File: config.mk
export PLATFORM = sky130hd
export DESIGN_NAME = uart_rx_monitor
export DESIGN_NICKNAME = d
export VERILOG_FILES = /design/src/rtl/uart_rx_monitor.sv
export SDC_FILE = /design/constraint.sdc
export NUM_CORES = 1
export LEC_CHECK = 0
export ABC_AREA = 1
export CAP_MARGIN = 20
export CORE_AREA = 5 5 128 130
export CTS_CLUSTER_SIZE = 20
export DETAILED_ROUTE_END_ITERATION = 16
export DIE_AREA = 0 0 133 135
export GPL_TIMING_DRIVEN = 0
export PLACE_DENSITY = 0.72
export SETUP_SLACK_MARGIN = 0.5
export SYNTH_ARGS = -nofsm -noshare
export SYNTH_HDL_FRONTEND = slang
export SYNTH_SLANG_ARGS = --single-unit
File: constraint.sdc
create_clock -name clk -period 2.4 [get_ports clk]
set_clock_uncertainty 0.15 [all_clocks]
set_input_delay 0.48 -clock clk [delete_from_list [all_inputs] [get_ports clk]]
set_output_delay 0.48 -clock clk [all_outputs]
set_load 0.005 [all_outputs]
File: src/rtl/uart_rx_monitor.sv
// uart_rx_monitor: UART receiver and frame checker feeding a small output FIFO.
// Frames are decoded from the resynchronised rx line with a runtime bit period.
// Each decoded word is queued together with its frame and parity error flags.
// Optional feature macro: UART_RX_BREAK_DET_EN. When it is defined, a break
// (all data bits and all stop slots low) is reported on break_det and is not queued.
module uart_rx_monitor #(
  parameter int DATA_BITS   = 8,
  parameter int PARITY      = 0,
  parameter int STOP_BITS   = 1,
  parameter int FIFO_DEPTH  = 4,
  parameter int SYNC_STAGES = 2
) (
  input  logic                        clk,
  input  logic                        resetn,
  input  logic [31:0]                 cfg_divider,
  input  logic                        rx,
  output logic [DATA_BITS-1:0]        out_data,
  output logic                        out_frame_err,
  output logic                        out_parity_err,
  output logic                        out_valid,
  input  logic                        out_ready,
  output logic                        overrun,
  output logic [$clog2(FIFO_DEPTH):0] fifo_level,
  output logic                        busy,
`ifdef UART_RX_BREAK_DET_EN
  output logic                        break_det,
`endif
  output logic [2:0]                  dbg_state
);

  localparam int              AW         = $clog2(FIFO_DEPTH);
  localparam int              EW         = DATA_BITS + 2;
  localparam logic [3:0]      LAST_DATA  = 4'(DATA_BITS - 1);
  localparam logic [3:0]      LAST_STOP  = 4'(STOP_BITS - 1);
  localparam logic            PAR_ODD    = (PARITY == 1);
  localparam logic [AW:0]     FULL_LEVEL = (AW + 1)'(FIFO_DEPTH);

  typedef enum logic [2:0] {
    S_IDLE   = 3'd0,
    S_START  = 3'd1,
    S_DATA   = 3'd2,
    S_PARITY = 3'd3,
    S_STOP   = 3'd4
  } state_e;

  // ---------------------------------------------------------------------------
  // Input synchroniser
  // ---------------------------------------------------------------------------
  logic [SYNC_STAGES-1:0] sync_q;
  logic                   rxs_prev_q;
  logic                   rxs;

  assign rxs = sync_q[SYNC_STAGES-1];

  // Resynchronise the asynchronous line; keep one cycle of history for edge detection.
  always_ff @(posedge clk or negedge resetn) begin
    if (!resetn) begin
      sync_q     <= '1;
      rxs_prev_q <= 1'b1;
    end else begin
      sync_q     <= {sync_q[SYNC_STAGES-2:0], rx};
      rxs_prev_q <= rxs;
    end
  end

  // ---------------------------------------------------------------------------
  // Receiver FSM
  // ---------------------------------------------------------------------------
  state_e               state_q;
  logic [31:0]          div_q;
  logic [31:0]          cnt_q;
  logic [3:0]           bit_q;
  logic [DATA_BITS-1:0] shreg_q;
  logic                 par_err_q;
  logic                 frm_err_q;
  logic                 armed_q;
`ifdef UART_RX_BREAK_DET_EN
  logic                 stop_low_q;
  logic                 break_q;
  logic                 is_break;
`endif

  logic [31:0] div_eff;
  logic        start_edge;
  logic        tick;
  logic        last_stop;
  logic        frame_err_now;
  logic        push;

  // Bit periods shorter than 4 clocks cannot be centred, so clamp them.
  assign div_eff       = (cfg_divider < 32'd4) ? 32'd4 : cfg_divider;
  assign start_edge    = armed_q & rxs_prev_q & ~rxs;
  assign tick          = (cnt_q == 32'd0);
  assign last_stop     = (state_q == S_STOP) && tick && (bit_q == LAST_STOP);
  assign frame_err_now = frm_err_q | ~rxs;

`ifdef UART_RX_BREAK_DET_EN
  assign is_break = (shreg_q == '0) && stop_low_q && ~rxs;
  assign push     = last_stop && !is_break;
`else
  assign push     = last_stop;
`endif

  // Frame sequencing: cnt_q counts down to the centre of the next bit slot.
  always_ff @(posedge clk or negedge resetn) begin
    if (!resetn) begin
      state_q    <= S_IDLE;
      div_q      <= 32'd4;
      cnt_q      <= '0;
      bit_q      <= '0;
      shreg_q    <= '0;
      par_err_q  <= 1'b0;
      frm_err_q  <= 1'b0;
      armed_q    <= 1'b1;
`ifdef UART_RX_BREAK_DET_EN
      stop_low_q <= 1'b0;
      break_q    <= 1'b0;
`endif
    end else begin
`ifdef UART_RX_BREAK_DET_EN
      break_q <= 1'b0;
`endif
      unique case (state_q)
        S_IDLE: begin
          // After a framing error the line must return high before a new start is taken.
          if (rxs) armed_q <= 1'b1;
          if (start_edge) begin
            state_q    <= S_START;
            div_q      <= div_eff;
            cnt_q      <= (div_eff >> 1) - 32'd1;
            bit_q      <= '0;
            par_err_q  <= 1'b0;
            frm_err_q  <= 1'b0;
`ifdef UART_RX_BREAK_DET_EN
            stop_low_q <= 1'b1;
`endif
          end
        end
        S_START: begin
          if (!tick) begin
            cnt_q <= cnt_q - 32'd1;
          end else if (rxs) begin
            state_q <= S_IDLE;
          end else begin
            state_q <= S_DATA;
            cnt_q   <= div_q - 32'd1;
          end
        end
        S_DATA: begin
          if (!tick) begin
            cnt_q <= cnt_q - 32'd1;
          end else begin
            cnt_q   <= div_q - 32'd1;
            shreg_q <= {rxs, shreg_q[DATA_BITS-1:1]};
            if (bit_q == LAST_DATA) begin
              bit_q   <= '0;
              state_q <= (PARITY != 0) ? S_PARITY : S_STOP;
            end else begin
              bit_q <= bit_q + 4'd1;
            end
          end
        end
        S_PARITY: begin
          if (!tick) begin
            cnt_q <= cnt_q - 32'd1;
          end else begin
            par_err_q <= (((^shreg_q) ^ rxs) != PAR_ODD);
            cnt_q     <= div_q - 32'd1;
            state_q   <= S_STOP;
          end
        end
        S_STOP: begin
          if (!tick) begin
            cnt_q <= cnt_q - 32'd1;
          end else if (bit_q == LAST_STOP) begin
            state_q   <= S_IDLE;
            frm_err_q <= frame_err_now;
            if (frame_err_now) armed_q <= 1'b0;
`ifdef UART_RX_BREAK_DET_EN
            break_q   <= is_break;
`endif
          end else begin
            cnt_q      <= div_q - 32'd1;
            bit_q      <= bit_q + 4'd1;
            frm_err_q  <= frame_err_now;
`ifdef UART_RX_BREAK_DET_EN
            stop_low_q <= stop_low_q & ~rxs;
`endif
          end
        end
        default: state_q <= S_IDLE;
      endcase
    end
  end

  assign busy      = (state_q != S_IDLE);
  assign dbg_state = state_q;
`ifdef UART_RX_BREAK_DET_EN
  assign break_det = break_q;
`endif

  // ---------------------------------------------------------------------------
  // Output FIFO
  // Handshake: the head entry is offered while out_valid is high and is consumed
  // on every rising edge where out_valid && out_ready; the head and its flags
  // stay stable until that edge. A word pushed into an empty FIFO appears on
  // the next cycle (no bypass).
  // ---------------------------------------------------------------------------
  logic [EW-1:0] mem_q [FIFO_DEPTH];
  logic [AW-1:0] wr_ptr_q;
  logic [AW-1:0] rd_ptr_q;
  logic [AW:0]   count_q;
  logic          overrun_q;
  logic          pop;
  logic          full;
  logic          wr_en;
  logic [EW-1:0] push_word;
  logic [EW-1:0] head;

  assign push_word = {shreg_q, frame_err_now, par_err_q};
  assign full      = (count_q == FULL_LEVEL);
  assign pop       = out_valid & out_ready;
  assign wr_en     = push & (~full | pop);
  assign head      = mem_q[rd_ptr_q];

  // Storage, pointers and level; a push into a full FIFO without a pop is dropped.
  always_ff @(posedge clk or negedge resetn) begin
    if (!resetn) begin
      for (int i = 0; i < FIFO_DEPTH; i++) mem_q[i] <= '0;
      wr_ptr_q  <= '0;
      rd_ptr_q  <= '0;
      count_q   <= '0;
      overrun_q <= 1'b0;
    end else begin
      overrun_q <= push & full & ~pop;
      if (wr_en) begin
        mem_q[wr_ptr_q] <= push_word;
        wr_ptr_q        <= wr_ptr_q + AW'(1);
      end
      if (pop) rd_ptr_q <= rd_ptr_q + AW'(1);
      case ({wr_en, pop})
        2'b10:   count_q <= count_q + (AW + 1)'(1);
        2'b01:   count_q <= count_q - (AW + 1)'(1);
        default: count_q <= count_q;
      endcase
    end
  end

  assign out_data       = head[EW-1:2];
  assign out_frame_err  = head[1];
  assign out_parity_err = head[0];
  assign out_valid      = (count_q != '0);
  assign fifo_level     = count_q;
  assign overrun        = overrun_q;

endmodule

==> results <==
- The flow ran to the end, but the final reports show violations.
- The checks that failed: negative setup slack.
- The final total negative setup slack is -0.289 ns.
- Synthesis inferred 133 register bits.
- The overall routing resource usage is 24.5%.
- The remaining antenna violation count is 0.
- Across all hold checks on the routed design, the worst slack comes to 0.192 ns.
- The relative slew slack is 62.9%.
- The classification of the worst-slack hold path is in -> reg.
- The initial DRC count is 471.
- Setup slack on the worst reg-to-reg path comes out at -0.05 ns.
- Row generation in the floorplan step produced 45 rows.
- Ranked by total cell area, the synthesized netlist is headed by dfrtp_1, nand2_1, o21ai_0, inv_1, nor2_1.
- The number of buffers and inverters on the critical path is 2.
- In this run the static leakage power is 5.19 nW.
- The clock-pin slew on the worst setup and hold paths is 0.06 ns.
- Timing analysis after detailed placement gives a worst setup slack of -1.08 ns.
- The worst setup path is launched from a register.
- The first global-routing pass estimated 35,200 µm of wire.
- The floorplan step set the die height to 135 µm.
- The share of the core filled with cells in the final layout is 70.6%.
- The internal power summed over all cells is 7.41 mW.
- The sort of element at the end of the critical path is a register.
- The relative contribution of combinational cells to total power is 54.9%.
- The final wirelength is 22,900 µm.
- The placement-stage cell area is 8410 µm².
- In this run the horizontal extent of the chip is 133 µm.
- The biggest area consumer among synthesized cells is dfrtp_1.
- The area of the mapped netlist is 7390 µm².
- Traced cell by cell, the critical path runs through nor2_1, nand2_1, nor2_1, nand2_1, nor2_2, buf_6, nand2_4, nand2_4, nand2_4, o21ai_4, inv_2, ha_4, nand2_4, nor2_4, nand2_4, nor2_4, nand2_1, nand2_1, nand3_1, nand2_1.
- The critical path is of the reg -> reg type.
- The cell area after layout is 10,600 µm².
- TritonCTS built the clock tree.
- The final hold violation count is 0.
- Power comes to 12.9 mW.
- The post-layout instance count excluding filler cells is 1,398.
- The number of placed instances with taps included is 1,272.
- Among all flip-flop cells after synthesis, the most frequent one is dfrtp_1.
- The gate count of the mapped netlist is 1,029.
- The number of optimization iterations in the first detailed-route pass is 5.
- The number of H-tree levels is 4.
- During synthesis, Yosys emitted a total of 0 warnings.
- The count of different cell masters after synthesis is 37.
- For this design, the slowest cell found on the critical path is dfrtp_1.
- The final global-route overflow total is 0.
- The fraction of power consumed by sequential logic is 25.8%.
- The number of global-route vias before repair is 7,244.
- The worst-case IR drop observed on VDD is 0.718 mV.
- The floorplan step defined a die boundary enclosing 18,000 µm².
- The max-capacitance violation count is 0.
- The sum of net half-perimeters after detailed placement is 13,900 µm.
- The net count of the finished layout is 1,242.
- The sequential element share of the synthesized area is 45.1%.
- The area share of the leading cell type in the synthesized netlist is 43.3%.
- In this run the mean area of a mapped cell was 7.18 µm².
- Input and output buffers added on the ports amount to 54.
- Once routing completed, OpenROAD measured the worst setup slack at -0.0526 ns.
- The final-report setup violation count is 11.
- The tree is rooted in a clkbuf_16.
- The post-route netlist has 31.6% of its cells at a drive strength greater than 1.
- The largest net degree at the start of global routing is 87.
- The arrival time of the worst setup path is 2.62 ns.
- Of the total power, the share spent switching nets is 42.6%.
- In this run the worst path has a maximum fanout of 8.
- The longest individual stage delay on the worst path is 0.39 ns.
- At the pin with the least slew margin, the transition time is 0.551 ns.
- The data required time at the worst endpoint is 2.56 ns.
- On the critical path the largest part of the delay comes from simple AND/OR/NAND/NOR gates.
- The routed via count is 7,391.
- The routed design could run at a clock period as short as 2.45 ns.
- Of the total power, the clock network draws 19.3%.
- The number of primary I/O pins is 55.
- The number of diodes added for antenna fixing is 0.
- The number of pins with negative max-slew slack in the final report was 0.
- The power density over the cells is 1220 nW/µm².
- Counting flops with an async set or reset pin after synthesis yields a share of 100%.
- The signed area change from the synthesized netlist to the final layout is 43.6%.
- The highest attainable clock frequency is 408 MHz.
- The initial antenna violation count is 0.
- The analysis attributes to net switching a power of 5.49 mW.
- The detailed-route wire length per cell is 16.4 µm.
- Setup repair after global routing could not meet its margin everywhere.
- The later pin in the worst-skew pair is clocked with a latency of 0.43 ns.
- Counting flops with a built-in enable in the synthesized netlist gives 0.
- The layout has 1,150 filler cells.
- The final critical-path share of the clock period is 102%.
- The sink count of the clock tree is 133.
- The maximum buffer depth of the clock tree is 2.
- The net count of the mapped netlist is 1,074.
- For this configuration, the core starts out at a cell density of 49.2%.
- The floorplan step defined a core boundary enclosing 15,000 µm².
- In the routed design, unresolved DRC markers number 0.
- The number of clock buffers inserted by TritonCTS is 17.
- At the end of routability-driven placement, the weighted congestion stood at 0.932.
- In the routed layout, each cell is associated on average with a via count of 5.29.
[power groups by stage]
stage / combinational (mW) / clock (mW) / sequential (mW)
after CTS: 5.72 / 2.49 / 3.29
final: 7.08 / 2.49 / 3.33
after global routing: 7.70 / 2.62 / 3.40
after global placement: 4.79 / 0 / 3.32
after floorplan: 3.53 / 0 / 3.24
after detailed placement: 4.89 / 0 / 3.33
[placed cells by master (no fill, tap or decap), types with 8 or more instances in the layout]
cell	n
inv_2	20
clkbuf_8	17
buf_2	15
o21ai_2	25
o21ai_1	66
dfrtp_1	125
clkdlybuf4s15_1	8
buf_4	68
xor2_1	10
nand2_1	272
dlygate4sd2_1	13
o21ai_0	40
buf_6	28
nand3_2	12
inv_1	99
nor2_2	27
nand3b_1	8
dlymetal6s2s_1	11
nand3_1	60
nor2_4	25
nor2_1	69
buf_8	13
nand2_2	37
clkbuf_16	19
o22ai_1	11
nand2_4	21
[Yosys cell counts (6+ instances only)]
library cell,number
nand2_1,326
o22ai_1,12
xor2_1,10
nand3b_1,8
dfrtp_1,128
nor2_2,6
nor2_1,108
buf_2,7
o21ai_0,129
nor2_4,7
xnor2_1,8
a21oi_1,7
ha_1,8
inv_2,6
nand3_1,72
clkbuf_1,23
inv_1,120
[state kept, by name (all words and copies together), names as in the netlist]
register and count:
dbg_state 3, frm_err_q 1, shreg_q 8, wr_ptr_q 2, rxs_prev_q 1, fifo_level 3, div_q 32, par_err_q 1
sync_q 2, mem_q 40, bit_q 4, cnt_q 32, armed_q 1, rd_ptr_q 2, overrun 1
[cell type report]
cell class / count / area [µm²] / share of cell area [%]
well taps: 188 / 235 / 2.22
multi-input cells: 731 / 4110 / 38.8
clock buffers: 23 / 478 / 4.50
flip-flops and latches: 133 / 3340 / 31.5
clock inverters: 9 / 77.6 / 0.731
inverters: 127 / 512 / 4.82
plain buffers: 38 / 468 / 4.41
repair buffers: 149 / 1390 / 13.1
[path summary, 6_finish.rpt]
kind,cells past startpoint,start,endpoint
setup / recovery,20,cnt_q[30]$_DFFE_PN0P_,cnt_q[20]$_DFFE_PN0P_
hold / removal,3,cfg_divider[10],div_q[10]$_DFFE_PN0P_
setup reg to reg,20,cnt_q[30]$_DFFE_PN0P_,cnt_q[20]$_DFFE_PN0P_
hold reg to reg,0,sync_q[0]$_DFF_PN1_,sync_q[1]$_DFF_PN1_
max in group asynchronous,3,resetn,div_q[2]$_DFFE_PN1P_
min in group asynchronous,2,resetn,mem_q[1]$_DFFE_PN0P_
[worst register-to-register path, delay by kind of cell (launching register included)]
family          cells  cell delay (ns)
simple gates       16             1.31
buf+inv             2             0.24
fa+ha+maj           1             0.17
compound gates      1             0.06
flops               1             0.39
[per-layer routing]
metal / track usage [%] / part of all wire (%) / vias up
met1: 28.6 / 40 / 3526
met3: 4.55 / 4.4 / 60
li1: - / - / 3588
met4: 11.0 / 3.3 / 0
met5: 0 / 0 / -
met2: 44.0 / 52 / 217
[cells by family after synthesis]
kind of cell,synth area share [%]
AND/OR/NAND/NOR,31.4
flip-flops,45.1
AO/OA/AOI/OAI,10.8
XOR/XNOR,2.13
adder cells (fa/ha/maj),1.62
buffers and inverters,8.95
[timing repair]
| item | 4_1_cts | 5_1_grt |
|---|---|---|
| pin swaps | 54 | 41 |
| cloned | 7 | 3 |
| buffers inserted | 61 | 22 |
| gates resized for setup | 238 | 238 |
| endpoints found under the setup margin | 142 | 143 |
| hold endpoints to repair | 47 | 0 |
| hold buffers | 1 | 0 |
Note: power is estimated with default switching activity, not from simulation.
